File: src/rtl/instruction_fetch.sv
// ROM bus initiator: drives PC and chip select for WAIT_CYCLES, captures the word, hands it to decode via valid/ready.
// Define IFETCH_HALT_ON_WRAP_EN to stop in HALT after the word at the last address is transferred.
module instruction_fetch #(
    parameter int ADDR_WIDTH  = 5,
    parameter int DATA_WIDTH  = 32,
    parameter int RESET_PC    = 0,
    parameter int WAIT_CYCLES = 1
) (
    input  logic                  clk,
    input  logic                  reset_n,
    input  logic                  run,
    input  logic                  load_pc,
    input  logic [ADDR_WIDTH-1:0] load_value,
    output logic [ADDR_WIDTH-1:0] rom_address,
    output logic                  rom_cs,
    input  logic [DATA_WIDTH-1:0] rom_data,
    output logic [DATA_WIDTH-1:0] instr,
    output logic [ADDR_WIDTH-1:0] instr_pc,
    output logic                  instr_valid,
    input  logic                  instr_ready,
    output logic                  halted
);

    localparam logic [3:0]            WAIT_LD = 4'(WAIT_CYCLES);
    localparam logic [ADDR_WIDTH-1:0] PC_RST  = ADDR_WIDTH'(RESET_PC);
`ifdef IFETCH_HALT_ON_WRAP_EN
    localparam logic [ADDR_WIDTH-1:0] PC_LAST = '1;
`endif

    typedef enum logic [1:0] {
        S_IDLE  = 2'd0,
        S_FETCH = 2'd1,
        S_VALID = 2'd2
`ifdef IFETCH_HALT_ON_WRAP_EN
        , S_HALT = 2'd3
`endif
    } state_t;

    state_t                  state_q, state_d;
    logic [ADDR_WIDTH-1:0]   pc_q, pc_d;
    logic [3:0]              cnt_q, cnt_d;
    logic [DATA_WIDTH-1:0]   instr_q, instr_d;
    logic [ADDR_WIDTH-1:0]   ipc_q, ipc_d;

    always_ff @(posedge clk or negedge reset_n) begin
        if (!reset_n) begin
            state_q <= S_IDLE;
            pc_q    <= PC_RST;
            cnt_q   <= 4'd0;
            instr_q <= '0;
            ipc_q   <= '0;
        end else begin
            state_q <= state_d;
            pc_q    <= pc_d;
            cnt_q   <= cnt_d;
            instr_q <= instr_d;
            ipc_q   <= ipc_d;
        end
    end

    always_comb begin
        state_d = state_q;
        pc_d    = pc_q;
        cnt_d   = cnt_q;
        instr_d = instr_q;
        ipc_d   = ipc_q;
        case (state_q)
            S_IDLE: begin
                if (load_pc) pc_d = load_value;
                if (run) begin
                    state_d = S_FETCH;
                    cnt_d   = WAIT_LD;
                end
            end
            S_FETCH: begin
                // A redirect restarts the settle window at the new address.
                if (load_pc) begin
                    pc_d  = load_value;
                    cnt_d = WAIT_LD;
                end else if (cnt_q == 4'd1) begin
                    instr_d = rom_data;
                    ipc_d   = pc_q;
                    pc_d    = pc_q + 1'b1;
                    cnt_d   = 4'd0;
                    state_d = S_VALID;
                end else begin
                    cnt_d = cnt_q - 4'd1;
                end
            end
            S_VALID: begin
                if (load_pc) begin
                    pc_d    = load_value;
                    cnt_d   = WAIT_LD;
                    state_d = run ? S_FETCH : S_IDLE;
                end else if (instr_ready) begin
                    cnt_d   = WAIT_LD;
                    state_d = run ? S_FETCH : S_IDLE;
`ifdef IFETCH_HALT_ON_WRAP_EN
                    if (ipc_q == PC_LAST) state_d = S_HALT;
`endif
                end
            end
`ifdef IFETCH_HALT_ON_WRAP_EN
            S_HALT: begin
                if (load_pc) begin
                    pc_d    = load_value;
                    cnt_d   = WAIT_LD;
                    state_d = run ? S_FETCH : S_IDLE;
                end
            end
`endif
            default: state_d = S_IDLE;
        endcase
    end

    assign rom_address = pc_q;
    assign rom_cs      = (state_q == S_FETCH);
    assign instr_valid = (state_q == S_VALID);
    assign instr       = instr_q;
    assign instr_pc    = ipc_q;
`ifdef IFETCH_HALT_ON_WRAP_EN
    assign halted      = (state_q == S_HALT);
`else
    assign halted      = 1'b0;
`endif

endmodule

File: config.mk
export PLATFORM = sky130hd
export DESIGN_NAME = instruction_fetch
export DESIGN_NICKNAME = d
export VERILOG_FILES = /design/src/rtl/instruction_fetch.sv
export SDC_FILE = /design/constraint.sdc
export NUM_CORES = 1
export LEC_CHECK = 0
export BUFFER_PORTS_ARGS = -buffer_cell sky130_fd_sc_hd__buf_2
export CORE_AREA = 2 2 83 85
export CTS_CLUSTER_DIAMETER = 150
export DETAILED_ROUTE_END_ITERATION = 6
export DIE_AREA = 0 0 85 87
export GPL_TIMING_DRIVEN = 0
export HOLD_SLACK_MARGIN = 0.02
export PLACE_DENSITY = 0.64
export SYNTH_ARGS = -nofsm -noshare
export SYNTH_HDL_FRONTEND = slang
export SYNTH_SLANG_ARGS = --single-unit
File: constraint.sdc
create_clock -name clk -period 2.3 [get_ports clk]
set_clock_uncertainty 0.05 [all_clocks]
set_input_delay 0.345 -clock clk [delete_from_list [all_inputs] [get_ports clk]]
set_output_delay 0.345 -clock clk [all_outputs]
set_load 0.05 [all_outputs]
==> impl_metrics.env <==
export IMPL_postCtsSetupBuffers=0
export IMPL_die_w_um=85
export IMPL_io_pins=87
export IMPL_clkTransAtPathRegs_ns=0.09
export IMPL_syn_area_um2=2215
export IMPL_area_growth_pct=27.01
export IMPL_diodes=0
export IMPL_fin_nets=288
export IMPL_start_util_pct=33.71
export IMPL_fp_coreArea_um2=6569
export IMPL_grt_pass1_vias=1570
export IMPL_setup_violations=0
export IMPL_syn_nets=197
export IMPL_required_ns=2.43
export IMPL_drt_iter0_markers=63
export IMPL_yosysWarnings=0
export IMPL_synth_most_common_cell="dfrtp_1"
export IMPL_clk_latency_ns=0.29
export IMPL_synth_seq_area_share_pct=54.24
export IMPL_synth_top_cells_by_count="dfrtp_1, mux2_4, mux2_2, nand2_1, a21oi_1"
export IMPL_r2r_end="instr[22]$_DFFE_PN0P_"
export IMPL_clock_path_buffers=2
export IMPL_overflow=0
export IMPL_grt_max_degree=49
export IMPL_synthArstFlopShare_pct=100.0
export IMPL_hold_path_class="in -> async"
export IMPL_num_fill_cells=639
export IMPL_syn_instance_count=152
export IMPL_vias_per_cell=4.777
export IMPL_r2r_start="cnt_q[1]$_DFFE_PN0P_"
export IMPL_worstMarginPinSlew_ns=1.054
export IMPL_firstDrtPassIters=4
export IMPL_synth_top_family_by_area="multiplexers"
export IMPL_grt_pass1_wl_mm=7.286
export IMPL_maxCapViolations=0
export IMPL_synth_fa_ha_area_share_pct=1.695
export IMPL_synth_top_area_share_pct=54.24
export IMPL_numPortBuffers=84
export IMPL_cp_slowest_stage_delay_ns=0.38
export IMPL_vias=1543
export IMPL_antenna_found_initial=0
export IMPL_cts_root_buf="clkbuf_8"
export IMPL_ys_types=36
export IMPL_finalCriticalPeriod_ns=2.043
export IMPL_ant_nets=0
export IMPL_slowest_stage="dfrtp_1"
export IMPL_rsz0062_at_grt="no"
export IMPL_timing_final_crit_share_pct=88.82
export IMPL_synth_area_mux_share_pct=24.80
export IMPL_cts_resized=0
export IMPL_worst_r2r_cell_count=7
export IMPL_htree_levels=2
export IMPL_avgRoutedWirePerCell_um=13.79
export IMPL_synth_compound_area_share_pct=7.119
export IMPL_rows=30
export IMPL_synth_ff_type="dfrtp_1"
export IMPL_synthSimpleGateAreaFrac_pct=7.288
export IMPL_cts_hold_buf=0
export IMPL_ys_ff_latch=48
export IMPL_drc=0
export IMPL_relSlewSlack_pct=29.72
export IMPL_reg2reg_setup_slack_ns=0.26
export IMPL_die_area_um2=7395
export IMPL_numCtsBuffers=5
export IMPL_grt_use_total_pct=12.37
export IMPL_arrival_ns=2.17
export IMPL_clock_sinks=48
export IMPL_drive_above_1_share_pct=56.79
export IMPL_slew_violations=0
export IMPL_status="completed"
export IMPL_drt_total_wl_mm=4.455
export IMPL_yosys_top_cells_area="dfrtp_1, mux2_4, mux2_2"
export IMPL_fmax_ghz=0.4895
export IMPL_avgSynthCellArea_um2=14.57
export IMPL_crit_fanout=10
export IMPL_worstPathCellList="inv_1, ha_1, nor3b_4, nand2_4, nor2_8, buf_12, mux2_4"
export IMPL_finalSetupTns_ns=0
export IMPL_dp_hpwl_mm=3.177
export IMPL_end_kind="register"
export IMPL_cts_tree="done"
export IMPL_die_h_um=87
export IMPL_synth_edf_count=0
export IMPL_gp_congestion=0.8117
export IMPL_hold_violations=0
export IMPL_synth_xor_area_share_pct=0
export IMPL_critPathKind="reg -> reg"
export IMPL_start_kind="register"
export IMPL_synth_top_area_cell="dfrtp_1"
placed cells by master (no fill, tap or decap), types with 2 or more instances in the layout:
cell type | netlist | routed
mux2_2 | 7 | 7
nor3_1 | 5 | 5
dfrtp_1 | 48 | 48
a21oi_1 | 6 | 6
buf_12 | 3 | 3
clkbuf_1 | 1 | 2
buf_2 | 2 | 86
inv_1 | 4 | 4
mux2_4 | 30 | 30
nand2_1 | 7 | 7
nand2b_1 | 3 | 3
nand3_1 | 2 | 2
clkbuf_8 | 0 | 5
o21ai_0 | 4 | 4
nor2_1 | 3 | 3
mux2i_1 | 2 | 2
ha_1 | 3 | 3
buf_4 | 2 | 2
o211ai_1 | 2 | 2
through the flow:
stage | worst slack, ns | hold slack (ns) | util (%) | std cells | cell area, µm²
5_1_grt | 0.1051 | 0.1970 | 42.82 | 323 | 2813
3_5_place_dp | 0.2733 | 0.4381 | 41.64 | 316 | 2735
2_1_floorplan | 0.3736 | -0.0005911 | - | 152 | 2215
4_1_cts | 0.2443 | 0.1917 | 42.82 | 323 | 2813
3_3_place_gp | 0.2661 | 0.4345 | 41.64 | 316 | 2735
6_report | 0.2571 | 0.1937 | 42.82 | 323 | 2813
kinds of logic (layout without fill, tap and decap cells):
family,Yosys count,count (layout)
AOI/OAI and AO/OA,23,23
adders and majority gates,3,3
buffers and inverters,12,103
DFF,48,48
muxes,39,39
other,1,1
and+or+nand+nor,26,26
state kept, by name (all words and copies together) (netlist names):
signal	count
cnt_q	4
rom_address	5
instr_pc	5
instr	32
state_q	2
worst max-delay path, delay by kind of cell (launching register included):
| kind | cells | cell delay, ns |
|---|---|---|
| buffers and inverters | 2 | 0.28 |
| adder cells (fa/ha/maj) | 1 | 0.15 |
| multiplexers | 1 | 0.31 |
| flip-flops | 1 | 0.38 |
| AND/OR/NAND/NOR | 3 | 0.76 |
layout make-up:
class	count	area, µm²	area share, %
timing repair buffer	84	420.4	14.95
clock buffer	6	72.57	2.580
clock inverter	1	5.005	0.1779
inverter	4	15.01	0.5338
sequential	48	1201	42.70
tap	80	100.1	3.559
buffer	8	88.84	3.158
multi-input combinational	92	909.6	32.34
how the worst max path moves through the flow:
stage | from | to | slack [ns] | depth (start not counted)
floorplan | state_q[1]$_DFFE_PN0P_ | instr[10]$_DFFE_PN0P_ | 0.37 | 5
global placement | cnt_q[1]$_DFFE_PN0P_ | instr[26]$_DFFE_PN0P_ | 0.27 | 7
detailed placement | cnt_q[1]$_DFFE_PN0P_ | instr_pc[0]$_DFFE_PN0P_ | 0.27 | 7
CTS | cnt_q[1]$_DFFE_PN0P_ | instr_pc[0]$_DFFE_PN0P_ | 0.24 | 7
global route | cnt_q[1]$_DFFE_PN0P_ | instr[26]$_DFFE_PN0P_ | 0.11 | 7
finish | cnt_q[1]$_DFFE_PN0P_ | instr[22]$_DFFE_PN0P_ | 0.26 | 7
per-layer routing:
| layer | wire [µm] | vias up | share of wire [%] | GRT usage [%] |
|---|---|---|---|---|
| met5 | 0 | - | 0 | 0 |
| met1 | 1960 | 756 | 44 | 15.62 |
| li1 | - | 720 | - | - |
| met3 | 306 | 5 | 6.9 | 3.318 |
| met2 | 2154 | 62 | 48 | 20.95 |
| met4 | 34 | 0 | 0.76 | 3.463 |
Power is not shown: default switching activity piles up to over one toggle a cycle in this logic, so the estimate is an artifact.
